===== src/rtl/n_bit_timer_defs_pkg.sv =====
// -----------------------------------------------------------------------------
// n_bit_timer_defs
//   Shared definitions for the N-bit down-timer. The down-timer is the
//   counterpart of the N-bit up-counter.
//
//   Contents:
//     STATE_IDLE / STATE_RUN  state encoding constants
//     timer_state_t           two-state FSM type built on those constants
//     TIMER_DEFAULT_N         default width of count, load value and q
// -----------------------------------------------------------------------------
package n_bit_timer_defs;

    localparam logic STATE_IDLE = 1'b0;
    localparam logic STATE_RUN  = 1'b1;

    typedef enum logic {
        IDLE = STATE_IDLE,
        RUN  = STATE_RUN
    } timer_state_t;

    localparam int TIMER_DEFAULT_N = 8;

endpackage : n_bit_timer_defs


===== src/rtl/n_bit_down_timer.sv =====
// -----------------------------------------------------------------------------
// n_bit_down_timer
//   Loadable N-bit down-counter / one-shot timer with optional auto-reload.
//   A count is accepted over a valid/ready load handshake. The count then
//   decrements on each enabled cycle. A registered one-cycle done pulse marks
//   the terminal count. With auto_reload set, the latched load value is
//   restored at terminal count, so the timer acts as a periodic tick source.
//
//   Ports:
//     clk          in   1  rising-edge clock
//     rst          in   1  asynchronous, active-high reset
//     load         in   1  load request (valid)
//     load_value   in   N  count to load; sampled when load & ready
//     ready        out  1  timer can accept a load (IDLE)
//     en           in   1  count enable; 0 pauses the count
//     auto_reload  in   1  reload the latched value at terminal count
//     abort        in   1  stop at once, return to IDLE, no done
//     q            out  N  current count
//     busy         out  1  timer is counting (RUN)
//     done         out  1  one-cycle pulse at terminal count
// -----------------------------------------------------------------------------
module n_bit_down_timer
    import n_bit_timer_defs::*;
#(
    parameter int N = TIMER_DEFAULT_N
) (
    input  logic         clk,
    input  logic         rst,
    input  logic         load,
    input  logic [N-1:0] load_value,
    output logic         ready,
    input  logic         en,
    input  logic         auto_reload,
    input  logic         abort,
    output logic [N-1:0] q,
    output logic         busy,
    output logic         done
);

    localparam logic [N-1:0] ZERO = '0;
    localparam logic [N-1:0] ONE  = N'(1);

    timer_state_t state;
    timer_state_t state_nxt;
    logic [N-1:0] q_nxt;
    logic [N-1:0] reload_reg;
    logic [N-1:0] reload_nxt;
    logic         done_nxt;

    // Handshake and status flags are pure decodes of the state register.
    assign ready = (state == IDLE);
    assign busy  = (state == RUN);

    // Next-state and next-count decode. done_nxt defaults low, so every path
    // that does not reach terminal count clears the pulse on the next edge.
    always_comb begin
        state_nxt  = state;
        q_nxt      = q;
        reload_nxt = reload_reg;
        done_nxt   = 1'b0;

        unique case (state)
            IDLE: begin
                // abort has no meaning in IDLE, so a load issued together
                // with abort is still accepted.
                if (load) begin
                    if (load_value == ZERO) begin
                        // A zero-length timeout expires on the load edge
                        // and never enters RUN.
                        q_nxt    = ZERO;
                        done_nxt = 1'b1;
                    end else begin
                        q_nxt      = load_value;
                        reload_nxt = load_value;
                        state_nxt  = RUN;
                    end
                end
            end

            RUN: begin
                // Loads are ignored here (ready is low). abort takes priority
                // over the enable and over the terminal count.
                if (abort) begin
                    q_nxt     = ZERO;
                    state_nxt = IDLE;
                end else if (en) begin
                    if (q == ONE) begin
                        done_nxt = 1'b1;
                        if (auto_reload) begin
                            q_nxt = reload_reg;
                        end else begin
                            q_nxt     = ZERO;
                            state_nxt = IDLE;
                        end
                    end else if (q > ONE) begin
                        q_nxt = q - ONE;
                    end
                    // q == 0 cannot occur in RUN; holding it keeps the count
                    // from wrapping.
                end
            end

            default: begin
                state_nxt = IDLE;
                q_nxt     = ZERO;
            end
        endcase
    end

    // A reset in mid-count discards the count and produces no done.
    always_ff @(posedge clk or posedge rst) begin
        if (rst) begin
            state      <= IDLE;
            q          <= ZERO;
            reload_reg <= ZERO;
            done       <= 1'b0;
        end else begin
            state      <= state_nxt;
            q          <= q_nxt;
            reload_reg <= reload_nxt;
            done       <= done_nxt;
        end
    end

endmodule : n_bit_down_timer


===== config.mk =====
export PLATFORM = sky130hd
export DESIGN_NAME = n_bit_down_timer
export DESIGN_NICKNAME = d
export VERILOG_FILES = /design/src/rtl/n_bit_timer_defs_pkg.sv /design/src/rtl/n_bit_down_timer.sv
export SDC_FILE = /design/constraint.sdc
export NUM_CORES = 1
export LEC_CHECK = 0
export ABC_AREA = 0
export ABC_CLOCK_PERIOD_IN_PS = 2100
export CORE_ASPECT_RATIO = 0.7
export CORE_MARGIN = 3
export CORE_UTILIZATION = 49
export DETAILED_ROUTE_END_ITERATION = 8
export PLACE_DENSITY = 0.84
export SLEW_MARGIN = 5
export SYNTH_ARGS = -nofsm -noshare
export SYNTH_HDL_FRONTEND = slang
export SYNTH_SLANG_ARGS = --single-unit

===== constraint.sdc =====
create_clock -name clk -period 2.1 [get_ports clk]
set_input_delay 0.42 -clock clk [delete_from_list [all_inputs] [get_ports clk]]
set_output_delay 0.42 -clock clk [all_outputs]
set_load 0.01 [all_outputs]

==> results of run 1 <==
[tightest hold or removal path: cells and delay by family (launching register included)]
family	cells	cell delay (ns)
flops	1	0.37
simple gates	2	0.12
[final timing paths]
kind | from | endpoint | slack (ns) | cells past startpoint
worst min-delay path | reload_reg[0] | reload_reg[0] | 0.51 | 2
worst min register to register | reload_reg[0] | reload_reg[0] | 0.51 | 2
min in group asynchronous | rst | q[3] | 0.52 | 2
max in group asynchronous | rst | q[6] | 1.16 | 2
worst max register to register | q[1] | q[3] | 0.15 | 7
worst max-delay path | q[1] | q[3] | 0.15 | 7
[cell families after synthesis]
family,count (synthesis),share of synthesized area (%)
buf+inv,11,3.92
flops,18,41.5
simple gates,51,21.1
xor+xnor,1,0.807
compound gates,48,30.4
fa+ha+maj,2,2.30
[area by class of cell]
cell class | count | share of cell area, %
Inverter | 7 | 1.78
Timing Repair Buffer | 35 | 21.8
Tap cell | 30 | 2.54
Multi-Input combinational cell | 102 | 40.9
Sequential cell | 18 | 30.5
Clock buffer | 4 | 2.46
[per-layer routing]
| layer | vias up | GRT usage, % | wire length, microns |
|---|---|---|---|
| li1 | 546 | - | - |
| met1 | 537 | 30.6 | 1330 |
| met2 | 71 | 36.3 | 1290 |
| met3 | 6 | 6.42 | 353 |
| met4 | 0 | 5.70 | 34 |
| met5 | - | 0 | 0 |
[layout by cell type (no fill, tap or decap), types with 2 or more instances in the layout]
master and instances:
nand2_1 24, clkdlybuf4s50_1 24, dfrtp_1 18, o21ai_0 17, nor2_1 14, buf_4 11, a21oi_1 7, inv_1 6
a2bb2oi_1 6, a31oi_1 4, clkbuf_4 3, a21o_1 2, and3_1 2, nor4_1 2, ha_1 2
[power by group through the flow]
| stage | registers (mW) | clock network [mW] | logic, mW |
|---|---|---|---|
| global route | 0.515 | 0.240 | 0.751 |
| floorplan | 0.547 | 0 | 0.311 |
| CTS | 0.500 | 0.220 | 0.676 |
| detailed placement | 0.507 | 0 | 0.671 |
| finish | 0.508 | 0.217 | 0.690 |
| global placement | 0.504 | 0 | 0.663 |
[per-stage QoR]
stage	setup slack [ns]	power, mW	util, %	instance area, sq um
6_report	0.154	1.42	75.1	1480
5_1_grt	0.0233	1.51	75.1	1480
4_1_cts	0.0388	1.40	74.5	1470
3_5_place_dp	0.0495	1.18	72.7	1430
3_3_place_gp	0.0870	1.17	72.7	1430
2_1_floorplan	0.0984	0.858	-	1090
==> Implementation_results.wiki, run 1 <==
{| class="wikitable"
! Metric !! Value
|-
| Outcome || complete, no violations
|-
| Placed Cells incl. Taps || 192
|-
| Mean instance size in the synthesized netlist || 8.29 sq um
|-
| Finished Layout Cells || around 200
|-
| Dominant synthesized flop cell || dfrtp_1
|-
| Sum of buffers and inverters on the critical path || 1
|-
| Crit path largest cell delay || 0.53 ns
|-
| Total negative slack for setup checks || 0 ns
|-
| Synth Register Bits || 18
|-
| I/O pin cnt || 25
|-
| Count of unresolved DRC violations after routing || 0
|-
| Internal power || 0.877 mW
|-
| Switching Fraction || 38.0%
|-
| Count of cell types in the netlist || 36
|-
| CTS tree || yes
|-
| Critical path's slowest cell || or4b_4
|-
| Area added between synthesis and finish || 36.1%
|-
| Area of the mapped netlist || roughly 1100 sq um
|-
| TritonCTS sink count || 18
|-
| Max-cap check violation count || 0
|-
| Total vias in the final route || 1160
|-
| Total of warnings raised by yosys || 0
|-
| Die X || 62.3 microns
|-
| Instance count of the mapped netlist || 131
|-
| Cell family with most CP delay || compound AO/OA/AOI/OAI gates
|-
| Detailed-route wire length per cell || about 15 microns
|-
| Startpoint-to-endpoint class of the critical path || reg2reg
|-
| Clock period minus worst slack || between 1.5 and 2 ns
|-
| Leakage Power || 0.639 nW
|-
| Cell accounting for the most synthesized area || dfrtp_1
|-
| Ranking of synthesized cells by area || dfrtp_1 (41%), nand2_1 (8.6%), o21ai_0 (7.8%), nor2_1 (4.8%), a2bb2oi_1 (4.8%)
|-
| TritonCTS Buffers || 3
|-
| Area taken by multi-input logic gates || roughly 600 sq um
|-
| Fillcell total || 145
|-
| Arrival time of the worst setup path || 2.17 ns
|-
| Power per Cell Area || roughly 960 nW/um^2
|-
| Die Y-Extent || 45.4 microns
|-
| Share of total power in combinational logic || 48.8%
|-
| Final Setup Violations || 0
|-
| Weighted congestion at the end of routability-driven global placement || 0.838
|-
| List of cells traversed by the critical path || inv_1 -> ha_1 -> or4b_4 -> o22ai_2 -> a21oi_1 -> a311o_1 -> a2bb2oi_1
|-
| FF+latch area || 450 sq um
|-
| Die area || ~2800 sq um
|-
| Via count of the first global-routing pass || between 1000 and 1500
|-
| Transition at the pin with the smallest max-transition slack || 0.666 ns
|-
| Total track usage || 22.6%
|-
| Post-Route Hold Slack || 0.507 ns
|-
| Buffer levels on the longest clock path || 2
|-
| Maximum number of pins on one net before global-route repair || 19
|-
| Final cycle utilization of the critical path || 92.7%
|-
| Total of hold buffers inserted after clock tree synthesis || 0
|-
| Post-synthesis net count || about 150
|-
| DR pass1 iterations || 5
|-
| Top-area cell type share of the netlist area || approximately 41%
|-
| Antenna cells || 0
|-
| Worst VDD drop || 433 uV
|-
| Count leader, synth || nand2_1
|-
| Class of the tightest hold or removal check || reg2reg
|-
| CORE AREA || 1970 sq um
|-
| Type of origin of the critical path || flop
|-
| Critical path peak fanout || 6
|-
| Fraction of final layout cells with drive strength greater than 1 || 12.0%
|-
| Count of input and output buffers || 24
|-
| Sequential share of the synthesized area || around 41%
|-
| Clock Skew || 0.00145 ns
|-
| Max Fclk || between 0.5 and 0.6 GHz
|-
| Element type at the critical path end || flop
|-
| Clock root buffer master || clkbuf_4
|-
| Post-Route WL || 3020 microns
|-
| First-pass GRT wire length || 4890 microns
|-
| Worst slew margin || 55.6%
|-
| Setup repair after global routing missed its margin || no
|-
| Total count of max-transition violations in the final report || 0
|-
| Proportion of synthesized flip-flops having asynchronous set or reset || 100%
|-
| Number of gates resized after cts || 0
|-
| Clock slew at the register clock pins of the worst setup and hold paths || 0.10 ns
|-
| Worst-Skew Late Latency || 0.30 ns
|-
| Rows || 13
|-
| Switching power || about 0.54 mW
|-
| Number of enable flip-flop cells after synthesis || 0
|-
| CTS H-tree lvls || 1
|-
| Post-detailed-route count of antenna-violating nets || 0
|-
| Number of buffers added for setup after CTS || 0
|-
| Effective utilization at floorplan || between 50% and 60%
|-
| Final number of hold-violating endpoints || 0
|-
| Most instantiated cells after synthesis || nand2_1 (25), dfrtp_1 (18), o21ai_0 (17), nor2_1 (14), a21oi_1 (7)
|-
| Final global-route overflow total || 0
|-
| Final-stage net count || 183
|-
| Number of antenna violations at the first check in global routing || 0
|-
| Part of the total power dissipated in sequential elements || 35.9%
|-
| Hpwl dp || 2330 microns
|-
| Fraction of power consumed by the clock network || 15.3%
|-
| Critical Path RT || 2.32 ns
|-
| Initial drt markers || 76
|-
| Number of vias per cell || just under 6
|}
Note: power is estimated with default switching activity, not from simulation.
==> inputs of run 2 (changes only) <==
--- a/config.mk
+++ b/config.mk
@@ -6,12 +6,14 @@
 export NUM_CORES = 1
 export LEC_CHECK = 0
 export ABC_AREA = 0
-export ABC_CLOCK_PERIOD_IN_PS = 2100
+export ABC_CLOCK_PERIOD_IN_PS = 1650
+export CELL_PAD_IN_SITES_DETAIL_PLACEMENT = 2
+export CELL_PAD_IN_SITES_GLOBAL_PLACEMENT = 2
 export CORE_ASPECT_RATIO = 0.7
 export CORE_MARGIN = 3
-export CORE_UTILIZATION = 49
+export CORE_UTILIZATION = 25
 export DETAILED_ROUTE_END_ITERATION = 8
-export PLACE_DENSITY = 0.84
+export PLACE_DENSITY = 0.79
 export SLEW_MARGIN = 5
 export SYNTH_ARGS = -nofsm -noshare
 export SYNTH_HDL_FRONTEND = slang
==> constraint.sdc (replaced) <==
create_clock -name clk -period 1.65 [get_ports clk]
set_input_delay 0.33 -clock clk [delete_from_list [all_inputs] [get_ports clk]]
set_output_delay 0.33 -clock clk [all_outputs]
set_load 0.01 [all_outputs]
==> run 2 against run 1 <==
Compared with the run above:
- the run now ends with setup timing left
- total power up 71%
- sequential power rose by 33%
- core utilization shrank 27 points
- wire length increased by 100%
- critical path depth is 1 lower
- maximum frequency decreased by 2.1%
- largest cell class unchanged
- largest power group unchanged
==> Implementation_results.wiki, run 2 (synthesis gave the netlist of run 1 again) <==
{| class="wikitable"
! Metric !! Value
|-
| Outcome || complete, but fails checks
|-
| Die area || roughly 5200 sq um
|-
| DR pass1 iterations || 4
|-
| Element type at the critical path end || flop
|-
| Final Setup Violations || 10
|-
| Violated checks || setup timing
|-
| Fillcell total || 451
|-
| Via count of the first global-routing pass || between 1500 and 2000
|-
| Switching Fraction || 43.3%
|-
| Commonest cells after routing, fill and taps aside || buf_4 (40), nand2_1 (23), clkdlybuf4s50_1 (15)
|-
| Total vias in the final route || 1355
|-
| Reg-to-reg critical path startpoint || q[1]
|-
| CTS H-tree lvls || 1
|-
| Fraction of power consumed by the clock network || 15.0%
|-
| Area added between synthesis and finish || 78.3%
|-
| Transition at the pin with the smallest max-transition slack || 0.417 ns
|-
| Initial drt markers || between 40 and 50
|-
| Power per Cell Area || 1250 nW/um^2
|-
| Max-cap check violation count || 0
|-
| Total track usage || 23.3%
|-
| Internal power || ~1.4 mW
|-
| Final cycle utilization of the critical path || 120%
|-
| Startpoint-to-endpoint class of the critical path || reg2reg
|-
| Count of unresolved DRC violations after routing || 0
|-
| Class of the tightest hold or removal check || in2async
|-
| Die Y-Extent || 61.1 microns
|-
| Clock period minus worst slack || 1.99 ns
|-
| Fraction of final layout cells with drive strength greater than 1 || 41.9%
|-
| Total count of max-transition violations in the final report || 0
|-
| Clock Skew || between 0.01 and 0.015 ns
|-
| Worst slack, placed || -0.261 ns
|-
| Max Fclk || 0.503 GHz
|-
| Post-detailed-route count of antenna-violating nets || 0
|-
| Leading cell type in the layout, fill and taps excluded || buf_4
|-
| Finished Layout Cells || 250
|-
| Final global-route overflow total || 0
|-
| TritonCTS Buffers || 3
|-
| Detailed-route wire length per cell || ~24 microns
|-
| Share of total power in combinational logic || 57.0%
|-
| Part of the total power dissipated in sequential elements || ~28%
|-
| I/O pin cnt || 25
|-
| Final-stage net count || 215
|-
| Arrival time of the worst setup path || 2.20 ns
|-
| Count of input and output buffers || 24
|-
| Hpwl dp || 4200 microns
|-
| First-pass GRT wire length || 9080 microns
|-
| Worst-Skew Late Latency || 0.27 ns
|-
| Worst setup margin || -0.337 ns
|-
| CORE AREA || just over 4000 sq um
|-
| Type of origin of the critical path || flop
|-
| Worst slew margin || 72.1%
|-
| Number of vias per cell || between 5 and 6
|-
| Capture point of the worst reg-to-reg path || q[1]
|-
| Post-layout utilization of the core || 47.9%
|-
| FF+latch area || between 400 and 500 sq um
|-
| Placed Cells incl. Taps || between 200 and 250
|-
| Rows || 19
|-
| Logic depth of the worst register-to-register path || 6
|-
| Critical path's slowest cell || or4b_4
|-
| CTS tree || yes
|-
| Buffer levels on the longest clock path || 2
|-
| Critical path peak fanout || 6
|-
| Antenna cells || 0
|-
| Maximum number of pins on one net before global-route repair || 19
|-
| Weighted congestion at the end of routability-driven global placement || 0.871
|-
| Clock slew at the register clock pins of the worst setup and hold paths || about 0.09 ns
|-
| TritonCTS sink count || 18
|-
| Worst VDD drop || 448 uV
|-
| Clock root buffer master || clkbuf_8
|-
| Leakage Power || 0.842 nW
|-
| Setup repair after global routing missed its margin || yes
|-
| List of cells traversed by the critical path || inv_2 -> ha_4 -> or4b_4 -> a21o_1 -> a221oi_2 -> o22a_1
|-
| Number of antenna violations at the first check in global routing || 0
|-
| Critical Path RT || 1.86 ns
|-
| Effective utilization at floorplan || roughly 27%
|-
| Post-Route WL || 6120 microns
|-
| Switching power || 1.05 mW
|-
| Area taken by multi-input logic gates || 768 sq um
|-
| Register-to-register setup slack || -0.34 ns
|-
| Die X || approximately 85 microns
|-
| Crit path largest cell delay || 0.55 ns
|-
| Final number of hold-violating endpoints || 0
|}
[run 2: cell types whose count changed in the layout (fill, tap and decap cells not counted), moves of 4 or more]
cell             before  now
a21oi_2               0    5
dlygate4sd2_1         0    8
a2bb2oi_1             6    2
dfrtp_1              18   14
a2bb2oi_2             0    4
buf_4                11   40
a21oi_1               7    2
o21ai_1               0    5
o21ai_0              17    8
dfrtp_2               0    4
clkdlybuf4s50_1      24   15
[run 2: critical path: cells and delay by family, from the launching register on]
kind,cells,cell delay (ns)
AO/OA/AOI/OAI,3,0.69
adder cells (fa/ha/maj),1,0.14
buffers and inverters,1,0.10
flip-flops,1,0.44
AND/OR/NAND/NOR,1,0.55
[run 2: how the worst max path moves through the flow]
stage	startpoint	endpoint	cells after the start
after floorplan	q[1]	q[3]	8
after global placement	abort	q[7]	7
after detailed placement	q[1]	q[2]	7
after CTS	q[1]	q[3]	7
after global routing	q[1]	q[4]	8
final	q[1]	q[1]	6
[run 2: routing by layer]
metal	wire (microns)	track usage, %	part of all wire [%]	up-vias
met5	0	0	0	-
met4	142	5.42	2.3	0
met3	186	3.74	3.0	13
met2	3050	43.7	50	36
met1	2740	28.9	45	698
li1	-	-	-	608
[run 2: what timing repair did]
| item | 4_1_cts | 5_1_grt |
|---|---|---|
| setup buffers | 2 | 1 |
| setup endpoints to repair | 17 | 11 |
| hold buffers | 0 | 0 |
| gates resized for setup | 34 | 16 |
| pin swaps | 13 | 12 |
[run 2: area by class of cell]
type	instances	area share (%)
multi-input combinational	102	39.7
sequential	18	23.5
inverter	7	1.42
clock buffer	4	2.33
tap	52	3.36
timing repair buffer	67	29.7
[run 2: per-stage QoR]
stage	TNS [ns]	total power [mW]	area (sq um)	hold WS, ns
4_1_cts	-1.97	2.23	1840	0.419
5_1_grt	-2.96	2.53	1940	0.453
3_3_place_gp	-1.40	1.72	1710	0.477
2_1_floorplan	-0.975	1.14	1130	0.268
3_5_place_dp	-2.39	1.82	1710	0.495
6_report	-2.53	2.41	1940	0.423
[run 2: power groups by stage]
stage	logic (mW)	registers (mW)	clock network, mW
6_report	1.38	0.677	0.362
5_1_grt	1.47	0.686	0.378
4_1_cts	1.23	0.662	0.341
3_5_place_dp	1.16	0.660	0
3_3_place_gp	1.07	0.647	0
2_1_floorplan	0.436	0.708	0
==> inputs of run 3 (changes only) <==
--- a/config.mk
+++ b/config.mk
@@ -14,6 +14,7 @@
 export CORE_UTILIZATION = 25
 export DETAILED_ROUTE_END_ITERATION = 8
 export PLACE_DENSITY = 0.79
+export SETUP_SLACK_MARGIN = 0.2
 export SLEW_MARGIN = 5
 export SYNTH_ARGS = -nofsm -noshare
 export SYNTH_HDL_FRONTEND = slang
==> run 3 against run 2 <==
Compared with the run above:
- the run still ends with setup timing left
- hold slack worse by 0.037 ns
- first-iteration DRC count up 110%
- total power up 0.50%
- critical path type unchanged
- largest power group unchanged
==> Implementation_results.wiki, run 3 (synthesis gave the netlist of run 1 again) <==
{| class="wikitable"
! Metric !! Value
|-
| Number of antenna violations at the first check in global routing || 0
|-
| Worst VDD drop || about 530 uV
|-
| Final number of hold-violating endpoints || 0
|-
| Number of vias per cell || 5.36
|-
| Clock slew at the register clock pins of the worst setup and hold paths || about 0.08 ns
|-
| Fillcell total || between 400 and 500
|-
| Fraction of final layout cells with drive strength greater than 1 || 45.3%
|-
| Antenna cells || 0
|-
| Weighted congestion at the end of routability-driven global placement || about 0.86
|-
| Violated checks || setup timing
|-
| Type of origin of the critical path || flop
|-
| Commonest cells after routing, fill and taps aside || buf_4 (41), nand2_1 (22), dfrtp_1 (13), clkdlybuf4s50_1 (13), nor2_1 (12)
|-
| Clock root buffer master || clkbuf_8
|-
| DR pass1 iterations || 4
|-
| Sum of buffers and inverters on the critical path || 2
|-
| Hpwl dp || 3790 microns
|-
| Final-stage net count || 218
|-
| Effective utilization at floorplan || a little over a quarter
|-
| Final Setup Violations || 10
|-
| Post-Route WL || about 5800 microns
|-
| Arrival time of the worst setup path || 2.12 ns
|-
| TritonCTS sink count || 18
|-
| Total negative slack for setup checks || -2.07 ns
|-
| Setup repair after global routing missed its margin || yes
|-
| CTS H-tree lvls || 1
|-
| Worst slack, placed || -0.233 ns
|-
| Switching Fraction || 41.9%
|-
| Startpoint-to-endpoint class of the critical path || reg2reg
|-
| First-pass GRT wire length || 7950 microns
|-
| Critical Path RT || between 1.5 and 2 ns
|-
| Clock period minus worst slack || 1.98 ns
|-
| Part of the total power dissipated in sequential elements || between 20% and 30%
|-
| Element type at the critical path end || flop
|-
| Leading cell type in the layout, fill and taps excluded || buf_4
|-
| Die X || 84.8 microns
|-
| TritonCTS Buffers || 3
|-
| Max Fclk || 0.504 GHz
|-
| Area added between synthesis and finish || 79.6%
|-
| Maximum number of pins on one net before global-route repair || 19
|-
| CORE AREA || 4040 sq um
|-
| Rows || 19
|-
| Max-cap check violation count || 0
|-
| Die Y-Extent || 61.1 microns
|-
| Cell family with most CP delay || simple AND/OR/NAND/NOR gates
|-
| Total vias in the final route || 1356
|-
| Worst-Skew Late Latency || between 0.2 and 0.3 ns
|-
| Final cycle utilization of the critical path || 120%
|-
| Crit path largest cell delay || 0.53 ns
|-
| Transition at the pin with the smallest max-transition slack || roughly 0.43 ns
|-
| Switching power || 1.02 mW
|-
| Critical path's slowest cell || or4b_4
|-
| Internal power || 1.41 mW
|-
| Share of total power in combinational logic || 56.3%
|-
| Outcome || complete, but fails checks
|-
| Total track usage || slightly above 20%
|-
| Post-detailed-route count of antenna-violating nets || 0
|-
| Fraction of power consumed by the clock network || 16.0%
|-
| CTS tree || yes
|-
| Via count of the first global-routing pass || 1414
|-
| Worst setup margin || -0.333 ns
|-
| Class of the tightest hold or removal check || in2async
|-
| Buffer levels on the longest clock path || 2
|-
| Post-detailed-placement cell area || 1680 sq um
|-
| Final instance area || 1950 sq um
|-
| Worst slew margin || 71.4%
|-
| Count of unresolved DRC violations after routing || 0
|-
| Critical path peak fanout || 6
|-
| Die area || 5180 sq um
|-
| List of cells traversed by the critical path || inv_2 -> ha_4 -> or4b_4 -> buf_4 -> a21oi_4 -> a21oi_2 -> o21ai_1 -> a32oi_1
|-
| Final global-route overflow total || 0
|-
| Detailed-route wire length per cell || 22.8 microns
|-
| Clock Skew || 0.0112 ns
|-
| Total of hold buffers inserted after clock tree synthesis || 0
|-
| Count of input and output buffers || 24
|-
| I/O pin cnt || 25
|-
| Total count of max-transition violations in the final report || 0
|-
| Power per Cell Area || 1240 nW/um^2
|-
| Initial drt markers || 96
|-
| Leakage Power || 0.858 nW
|}
==> run 3: cell types whose count changed in the layout (fill, tap and decap cells not counted), sizes merged, moves of 2 or more <==
cell | before | now
clkbuf | 4 | 9
buf | 43 | 47
dlygate4sd2 | 8 | 4
clkdlybuf4s50 | 15 | 13
==> run 3: path summary, 6_finish.rpt <==
path	slack, ns	endpoint	depth (start not counted)	startpoint
max in group asynchronous	1.02	busy	3	rst
min in group clk	0.53	reload_reg[1]	2	reload_reg[1]
max	-0.33	q[5]	8	q[1]
max reg2reg	-0.33	q[5]	8	q[1]
min	0.39	q[3]	3	rst
min reg2reg	0.53	reload_reg[1]	2	reload_reg[1]
==> run 3: area by class of cell <==
type / count / area (sq um) / share of cell area [%]
multi-input combinational: 102 / 769 / 39.4
timing repair buffer: 70 / 576 / 29.5
sequential: 18 / 457 / 23.4
tap: 52 / 65.1 / 3.34
clock buffer: 4 / 55.1 / 2.82
inverter: 7 / 28.8 / 1.48
==> run 3: timing repair <==
item | in CTS | in global routing
setup buffers | 5 | 6
setup endpoints to repair | 27 | 25
gates resized for setup | 33 | 34
pin swaps | 7 | 8
==> run 3: power by group through the flow <==
| stage | clock, mW | sequential [mW] | combinational, mW |
|---|---|---|---|
| 6_report | 0.388 | 0.672 | 1.37 |
| 5_1_grt | 0.410 | 0.679 | 1.47 |
| 4_1_cts | 0.388 | 0.653 | 1.15 |
| 3_5_place_dp | 0 | 0.663 | 1.09 |
| 3_3_place_gp | 0 | 0.648 | 1.02 |
| 2_1_floorplan | 0 | 0.708 | 0.450 |
==> run 3: per-layer routing <==
| metal | GRT usage [%] | share of wire [%] | up-vias | wire length, microns |
|---|---|---|---|---|
| met2 | 37.0 | 52 | 53 | 2970 |
| met5 | 0 | 0 | - | 0 |
| met3 | 3.21 | 5.6 | 5 | 325 |
| met1 | 27.2 | 42 | 679 | 2410 |
| li1 | - | - | 619 | - |
| met4 | 2.03 | 0.92 | 0 | 53 |
==> run 3: through the flow <==
stage          power (mW)  instances  hold WS, ns  utilization, %
4_1_cts              2.19        247        0.403            44.6
6_report             2.43        253        0.387            48.3
5_1_grt              2.55        253        0.426            48.3
2_1_floorplan        1.16        131        0.268               -
3_3_place_gp         1.67        238        0.488            41.5
3_5_place_dp         1.75        238        0.503            41.5
==> run 3: worst register-to-register path: cells and delay by family, from the launching register on <==
family                   cells  cell delay, ns
buffers and inverters        2            0.26
AO/OA/AOI/OAI                4            0.50
flip-flops                   1            0.43
adder cells (fa/ha/maj)      1            0.14
AND/OR/NAND/NOR              1            0.53
